$ cat src/rtl/bridge_reset_pkg.sv
// Shared definitions for the DE5 bridge reset/bring-up sequencer:
// state encoding and the per-state reset/status output decode.
package bridge_reset_pkg;

  localparam int SEQ_STATE_W = 3;

  typedef enum logic [SEQ_STATE_W-1:0] {
    ST_HOLD      = 3'd0,
    ST_WAIT_I2C  = 3'd1,
    ST_PHY_RST   = 3'd2,
    ST_WAIT_LOCK = 3'd3,
    ST_WAIT_LINK = 3'd4,
    ST_RUN       = 3'd5,
    ST_FAIL      = 3'd6
  } seq_state_e;

  typedef struct packed {
    logic phy_reset;
    logic soc_reset;
    logic mac_reset;
    logic seq_ready;
    logic seq_error;
  } seq_outs_t;

  // FAIL keeps the SoC out of reset so the host can still reach the board.
  function automatic seq_outs_t decode_outs(input seq_state_e st);
    seq_outs_t o;
    o.phy_reset = (st == ST_HOLD) || (st == ST_WAIT_I2C) ||
                  (st == ST_PHY_RST) || (st == ST_FAIL);
    o.soc_reset = (st == ST_HOLD);
    o.mac_reset = (st != ST_RUN);
    o.seq_ready = (st == ST_RUN);
    o.seq_error = (st == ST_FAIL);
    return o;
  endfunction

endpackage

$ cat src/rtl/bridge_reset_seq_sync2.sv
// Parameterized-width two-flop synchronizer, asynchronously reset to 0.
module sync2
  import bridge_reset_pkg::*;
#(
  parameter int WIDTH = 1
) (
  input  logic             clk,
  input  logic             rst,
  input  logic [WIDTH-1:0] i_d,
  output logic [WIDTH-1:0] o_q
);

  logic [WIDTH-1:0] r_meta;
  logic [WIDTH-1:0] r_sync;

  // NOTE: non-blocking assignments keep the two stages as distinct flops.
  always_ff @(posedge clk or posedge rst) begin
    if (rst) begin
      r_meta <= '0;
      r_sync <= '0;
    end else begin
      r_meta <= i_d;
      r_sync <= r_meta;
    end
  end

  assign o_q = r_sync;

endmodule

$ cat src/rtl/bridge_reset_seq.sv
// Reset/bring-up sequencer: orders SoC, PHY and MAC reset release behind
// Si570 init, PLL lock and lane tx_ready, with timeout and bounded retry.
module bridge_reset_seq
  import bridge_reset_pkg::*;
#(
  parameter int NUM_LANES      = 4,
  parameter int HOLD_CYCLES    = 1024,
  parameter int PHY_RST_CYCLES = 16,
  parameter int LOCK_TIMEOUT   = 1048576,
  parameter int RETRY_LIMIT    = 3
) (
  input  logic                   clk_50mhz,
  input  logic                   rst_50mhz,
  input  logic                   soft_reset_req,
  input  logic                   i2c_init_busy,
  input  logic                   phy_pll_locked,
  input  logic [NUM_LANES-1:0]   phy_tx_ready,
  input  logic [NUM_LANES-1:0]   phy_rx_ready,
  output logic                   phy_reset,
  output logic                   soc_reset,
  output logic                   mac_reset,
  output logic                   seq_ready,
  output logic                   seq_error,
  output logic [SEQ_STATE_W-1:0] seq_state,
  output logic [NUM_LANES-1:0]   link_up,
  output logic [1:0]             retry_count
);

  localparam int CNT_MAX_A = (HOLD_CYCLES > PHY_RST_CYCLES) ? HOLD_CYCLES : PHY_RST_CYCLES;
  localparam int CNT_MAX   = (CNT_MAX_A > LOCK_TIMEOUT) ? CNT_MAX_A : LOCK_TIMEOUT;
  localparam int CNT_W     = (CNT_MAX > 1) ? $clog2(CNT_MAX) : 1;
  localparam logic [CNT_W-1:0] HOLD_LAST = CNT_W'(HOLD_CYCLES - 1);
  localparam logic [CNT_W-1:0] PRST_LAST = CNT_W'(PHY_RST_CYCLES - 1);
  localparam logic [CNT_W-1:0] LOCK_LAST = CNT_W'(LOCK_TIMEOUT - 1);
  localparam int SYNC_W = 2 * NUM_LANES + 1;

  seq_state_e        r_state, w_state_next;
  logic [CNT_W-1:0]  r_cnt, w_cnt_next;
  logic [1:0]        r_retry, w_retry_next, w_retry_inc;
  logic              w_timeout, w_cnt_run;
  seq_outs_t         r_outs, w_outs_next;
  logic [SYNC_W-1:0] w_sync;
  logic              w_pll;
  logic [NUM_LANES-1:0] w_tx;

  sync2 #(.WIDTH(SYNC_W)) u_sync (
    .clk (clk_50mhz),
    .rst (rst_50mhz),
    .i_d ({phy_pll_locked, phy_tx_ready, phy_rx_ready}),
    .o_q (w_sync)
  );

  assign w_pll   = w_sync[SYNC_W-1];
  assign w_tx    = w_sync[SYNC_W-2 -: NUM_LANES];
  assign link_up = w_sync[NUM_LANES-1:0];

  assign w_retry_inc = (r_retry == 2'd3) ? 2'd3 : r_retry + 2'd1;

  // NOTE: every signal gets a default first so no path leaves one unassigned (no latches).
  always_comb begin
    w_state_next = r_state;
    w_retry_next = r_retry;
    w_timeout    = 1'b0;
    w_cnt_run    = 1'b0;
    if (soft_reset_req) begin
      w_state_next = ST_HOLD;
      w_retry_next = 2'd0;
    end else begin
      unique case (r_state)
        ST_HOLD:      if (r_cnt == HOLD_LAST) w_state_next = ST_WAIT_I2C;
                      else w_cnt_run = 1'b1;
        ST_WAIT_I2C:  if (!i2c_init_busy) w_state_next = ST_PHY_RST;
        ST_PHY_RST:   if (r_cnt == PRST_LAST) w_state_next = ST_WAIT_LOCK;
                      else w_cnt_run = 1'b1;
        ST_WAIT_LOCK: if (w_pll) w_state_next = ST_WAIT_LINK;
                      else if (r_cnt == LOCK_LAST) w_timeout = 1'b1;
                      else w_cnt_run = 1'b1;
        ST_WAIT_LINK: if (!w_pll) w_state_next = ST_PHY_RST;
                      else if (&w_tx) w_state_next = ST_RUN;
                      else if (r_cnt == LOCK_LAST) w_timeout = 1'b1;
                      else w_cnt_run = 1'b1;
        ST_RUN:       if (!w_pll) w_state_next = ST_PHY_RST;
        ST_FAIL:      w_state_next = ST_FAIL;
        default:      w_state_next = ST_HOLD;
      endcase
    end
    if (w_timeout) begin
      w_retry_next = w_retry_inc;
      w_state_next = (int'(w_retry_inc) == RETRY_LIMIT) ? ST_FAIL : ST_PHY_RST;
    end
    // The shared counter measures time spent in the current state only.
    if (soft_reset_req || (w_state_next != r_state)) w_cnt_next = '0;
    else if (w_cnt_run)                              w_cnt_next = r_cnt + 1'b1;
    else                                             w_cnt_next = r_cnt;
    w_outs_next = decode_outs(w_state_next);
  end

  always_ff @(posedge clk_50mhz or posedge rst_50mhz) begin
    if (rst_50mhz) begin
      r_state <= ST_HOLD;
      r_cnt   <= '0;
      r_retry <= 2'd0;
      r_outs  <= decode_outs(ST_HOLD);
    end else begin
      r_state <= w_state_next;
      r_cnt   <= w_cnt_next;
      r_retry <= w_retry_next;
      r_outs  <= w_outs_next;
    end
  end

  assign phy_reset   = r_outs.phy_reset;
  assign soc_reset   = r_outs.soc_reset;
  assign mac_reset   = r_outs.mac_reset;
  assign seq_ready   = r_outs.seq_ready;
  assign seq_error   = r_outs.seq_error;
  assign seq_state   = r_state;
  assign retry_count = r_retry;

endmodule

$ cat config.mk
export PLATFORM = sky130hd
export DESIGN_NAME = bridge_reset_seq
export DESIGN_NICKNAME = d
export VERILOG_FILES = /design/src/rtl/bridge_reset_pkg.sv /design/src/rtl/bridge_reset_seq_sync2.sv /design/src/rtl/bridge_reset_seq.sv
export SDC_FILE = /design/constraint.sdc
export NUM_CORES = 1
export LEC_CHECK = 0
export ABC_AREA = 0
export CAP_MARGIN = 20
export CORE_ASPECT_RATIO = 0.8
export CORE_MARGIN = 2
export CORE_UTILIZATION = 49
export DETAILED_ROUTE_END_ITERATION = 10
export PLACE_DENSITY_LB_ADDON = 0.08
export SLEW_MARGIN = 40
export SYNTH_ARGS = -nofsm -noshare
export SYNTH_HDL_FRONTEND = slang
export SYNTH_SLANG_ARGS = --single-unit
$ cat constraint.sdc
create_clock -name clk_50mhz -period 2.1 [get_ports clk_50mhz]
set_input_delay 0.315 -clock clk_50mhz [delete_from_list [all_inputs] [get_ports clk_50mhz]]
set_output_delay 0.315 -clock clk_50mhz [all_outputs]
set_load 0.01 [all_outputs]
==> results by group <==
Timing
  • Clk_skew: around 10 ps
  • Fmax: about 470 MHz
  • Final Setup Violations: 20
  • Period utilization: 102%
  • Fin crit period: 2140 ps
  • Normalized max-slew margin: 73.1%
  • Hold Fails Final Rpt: 0
  • Least-Margin Pin Slew: 400 ps
  • Worst setup margin: -38.4 ps
  • Fin. max-slew vios: 0
  • RSZ-0062 raised after global routing: true

Die
  • Die Span Y: 64.5 um
  • Die W: 79.6 um
  • Starting Density: 52.3%
  • Die ar.: 5130 sq um
  • # IOs: 27
  • Core footprint: 4280 sq um
  • Row cnt: 21

Logic synthesis
  • Post-Syn Nets: 227
  • Synth unique cells: 47
  • Area share of the largest cell type after synthesis: 50.3%
  • Synth area leader: dfrtp_1
  • Area contributors post-synth: dfrtp_1 (50%), nor2_1 (4.0%), dfstp_2 (3.5%), xor2_1 (3.5%), a21oi_1 (3.1%)
  • Cells after Synth: approximately 210
  • Post-synth EDFFs: 0
  • Synth warn: 0
  • Synth Register Bits: 48
  • Synthesized area: between 2000 and 2500 sq um
  • Avg Cell Area, Syn: 10.5 sq um
  • Main flop type after synthesis: dfrtp_1
  • Commonest cells in the netlist: dfrtp_1 (45), nor2_1 (24), a21oi_1 (14)
  • Asr flop ratio synth: 100%
  • Count leader, synth: dfrtp_1
  • Sequential fraction of the synthesis area: 53.8%

Critical path
  • Req. time, crit path: 2290 ps
  • Reg2Reg Depth: 7
  • Startpoint types: flop
  • Worst EP arrival: ~2300 ps
  • Max Fanout on Critical Path: 10
  • CP endpoint kind: flop
  • Kind of critical path: reg -> reg

Global routing
  • Largest net degree at the start of global routing: 32
  • Vias in the first global route: around 1900
  • GRT Total Usage: about a quarter
  • Overflow after GRT: 0
  • First-pass GRT wire length: 9.06 mm
  • Initial antenna violation count: 0

Power
  • Power share of the sequential group: 54.8%
  • LEAKAGE: 1.33 nW
  • Combinational share of power: under 10%
  • Pwr dens: 563 nW/um^2
  • VDD IR-drop max: 0.514 mV
  • Switching share of power: approximately 22%
  • Clock power share: 38.9%
  • Final Power: 1.74 mW
  • Psw: around 380 uW
  • Internal power: 1.36 mW

Cells and area
  • Diode count: 0
  • Nets: approximately 300
  • # fillers: 302
  • Share of post-route cells with drive strength above 1: 29.4%
  • Fin cells: roughly 340
  • Area delta synth->final: 38.3%

Drt
  • Drt first-iter violations: between 80 and 90
  • Pre-antenna DRT Iters: 4
  • Routed len/inst: 16.1 um
  • Routed WL: around 5.5 mm
  • # DRC: 0
  • Antenna viol nets, final: 0
  • Vias: about 1900
  • Post-DR vias/cell: 5.65

Clock network
  • Later-pin clock latency in the skew report: between 300 and 400 ps
  • CTS H-tree depth: 2
  • Cts bufs inserted: 5
  • Max Root-Sink Buffers: 2
  • TritonCTS clock tree: built
  • CTS Root Cell: clkbuf_8
  • # clock sinks: between 40 and 50
  • Clock slew at reported path FFs: 100 ps

Placed design
  • Final HPWL DP: 3.86 mm
  • Final GP Congestion: 0.863
  • Placed instance count: 326
  • Port Buffers: 26
  • Setup WS pre-CTS: -55.3 ps

Min path
  • Worst Hold Class: in -> async

Outcome
  • Failing checks: setup timing
  • Status: finished, violations left

Job
  • Max-cap violations: 0
power by group through the flow:
| stage | combinational [mW] | clock (mW) | sequential (mW) |
|---|---|---|---|
| after global routing | 0.121 | 0.727 | 0.958 |
| after CTS | 0.110 | 0.691 | 0.955 |
| after detailed placement | 0.101 | 0 | 0.973 |
| final | 0.110 | 0.678 | 0.955 |
| after global placement | 0.0959 | 0 | 0.971 |
| after floorplan | 0.0486 | 0 | 0.971 |
flip-flops by register name, summed over array words and instances, names as in the netlist:
signal,count
seq_ready,1
soc_reset,1
seq_error,1
r_cnt,20
u_sync.r_meta,9
u_sync.o_q,9
retry_count,2
mac_reset,1
seq_state,3
phy_reset,1
layout by cell type (no fill, tap or decap), types with 3 or more instances in the layout:
master,Yosys,routed
xor2_1,9,9
clkbuf_8,0,5
dfrtp_1,45,45
and3_1,3,3
o31ai_1,3,3
a21oi_1,14,11
nor3_1,3,3
nor2b_1,3,3
nand4_1,4,4
and4_1,5,4
dfstp_2,3,3
or3_1,5,4
nor4_1,5,3
a21oi_2,1,3
nand3_1,5,4
nand2_1,11,11
xnor2_1,4,4
clkdlybuf4s50_1,0,26
nor2_1,24,23
o21ai_1,0,3
o21ai_0,13,10
buf_4,6,45
inv_1,7,6
final cells by class:
cell class	instances	area, sq um	share of cell area, %
flip-flops and latches	48	1200	38.9
multi-input cells	145	1040	33.5
repair buffers	74	641	20.7
well taps	57	71.3	2.30
clock buffers	5	68.8	2.22
clock inverters	3	46.3	1.49
inverters	7	26.3	0.848
per-layer routing:
metal / part of all wire, % / vias up / GRT usage (%)
met5: 0 / - / 0
met4: 0.84 / 0 / 8.41
met3: 7.6 / 6 / 5.43
met2: 48 / 84 / 36.7
met1: 44 / 928 / 31.9
li1: - / 898 / -
metrics by stage:
step	TNS, ps	util, %	area (sq um)	hold slack [ps]
2_1_floorplan	0	-	2260	331
3_3_place_gp	-27.9	66.6	2850	333
3_5_place_dp	-666	66.6	2850	337
4_1_cts	-40.6	71.2	3050	310
5_1_grt	-1850	72.3	3100	331
6_report	-469	72.3	3100	299
kinds of logic (layout without fill, tap and decap cells):
logic type | count (synthesis) | count (layout) | synth area share [%]
simple gates | 78 | 78 | 19.3
compound gates | 49 | 49 | 14.8
mux | 4 | 4 | 1.84
flops | 48 | 48 | 53.8
fa+ha+maj | 1 | 1 | 0.559
xor+xnor | 13 | 13 | 5.09
buf+inv | 20 | 89 | 4.53
worst max-delay path, stage by stage, from the launching register on:
cell and delay (ps):
dfrtp_1 420, nand4_1 120, or3_4 400, o41a_1 450, a21boi_4 170, mux2i_4 220, buf_6 190, a21oi_1 60
final timing paths:
check / start / endpoint / slack [ps]
setup reg to reg: r_cnt[9] / r_cnt[17] / -40
hold / removal: rst_50mhz / r_cnt[1] / 300
setup / recovery: r_cnt[9] / r_cnt[17] / -40
min in group clk_50mhz: u_sync.r_meta[8] / u_sync.o_q[8] / 360
max in group asynchronous: rst_50mhz / phy_reset / 1220
hold reg to reg: u_sync.r_meta[8] / u_sync.o_q[8] / 360
repair_timing:
| item | 4_1_cts | 5_1_grt |
|---|---|---|
| hold buffers | 0 | 0 |
| cloned | 2 | 0 |
| setup endpoints to repair | 21 | 25 |
| pin swaps | 1 | 0 |
| setup buffers | 2 | 1 |
| resized for setup | 16 | 10 |
Note: power is estimated with default switching activity, not from simulation.
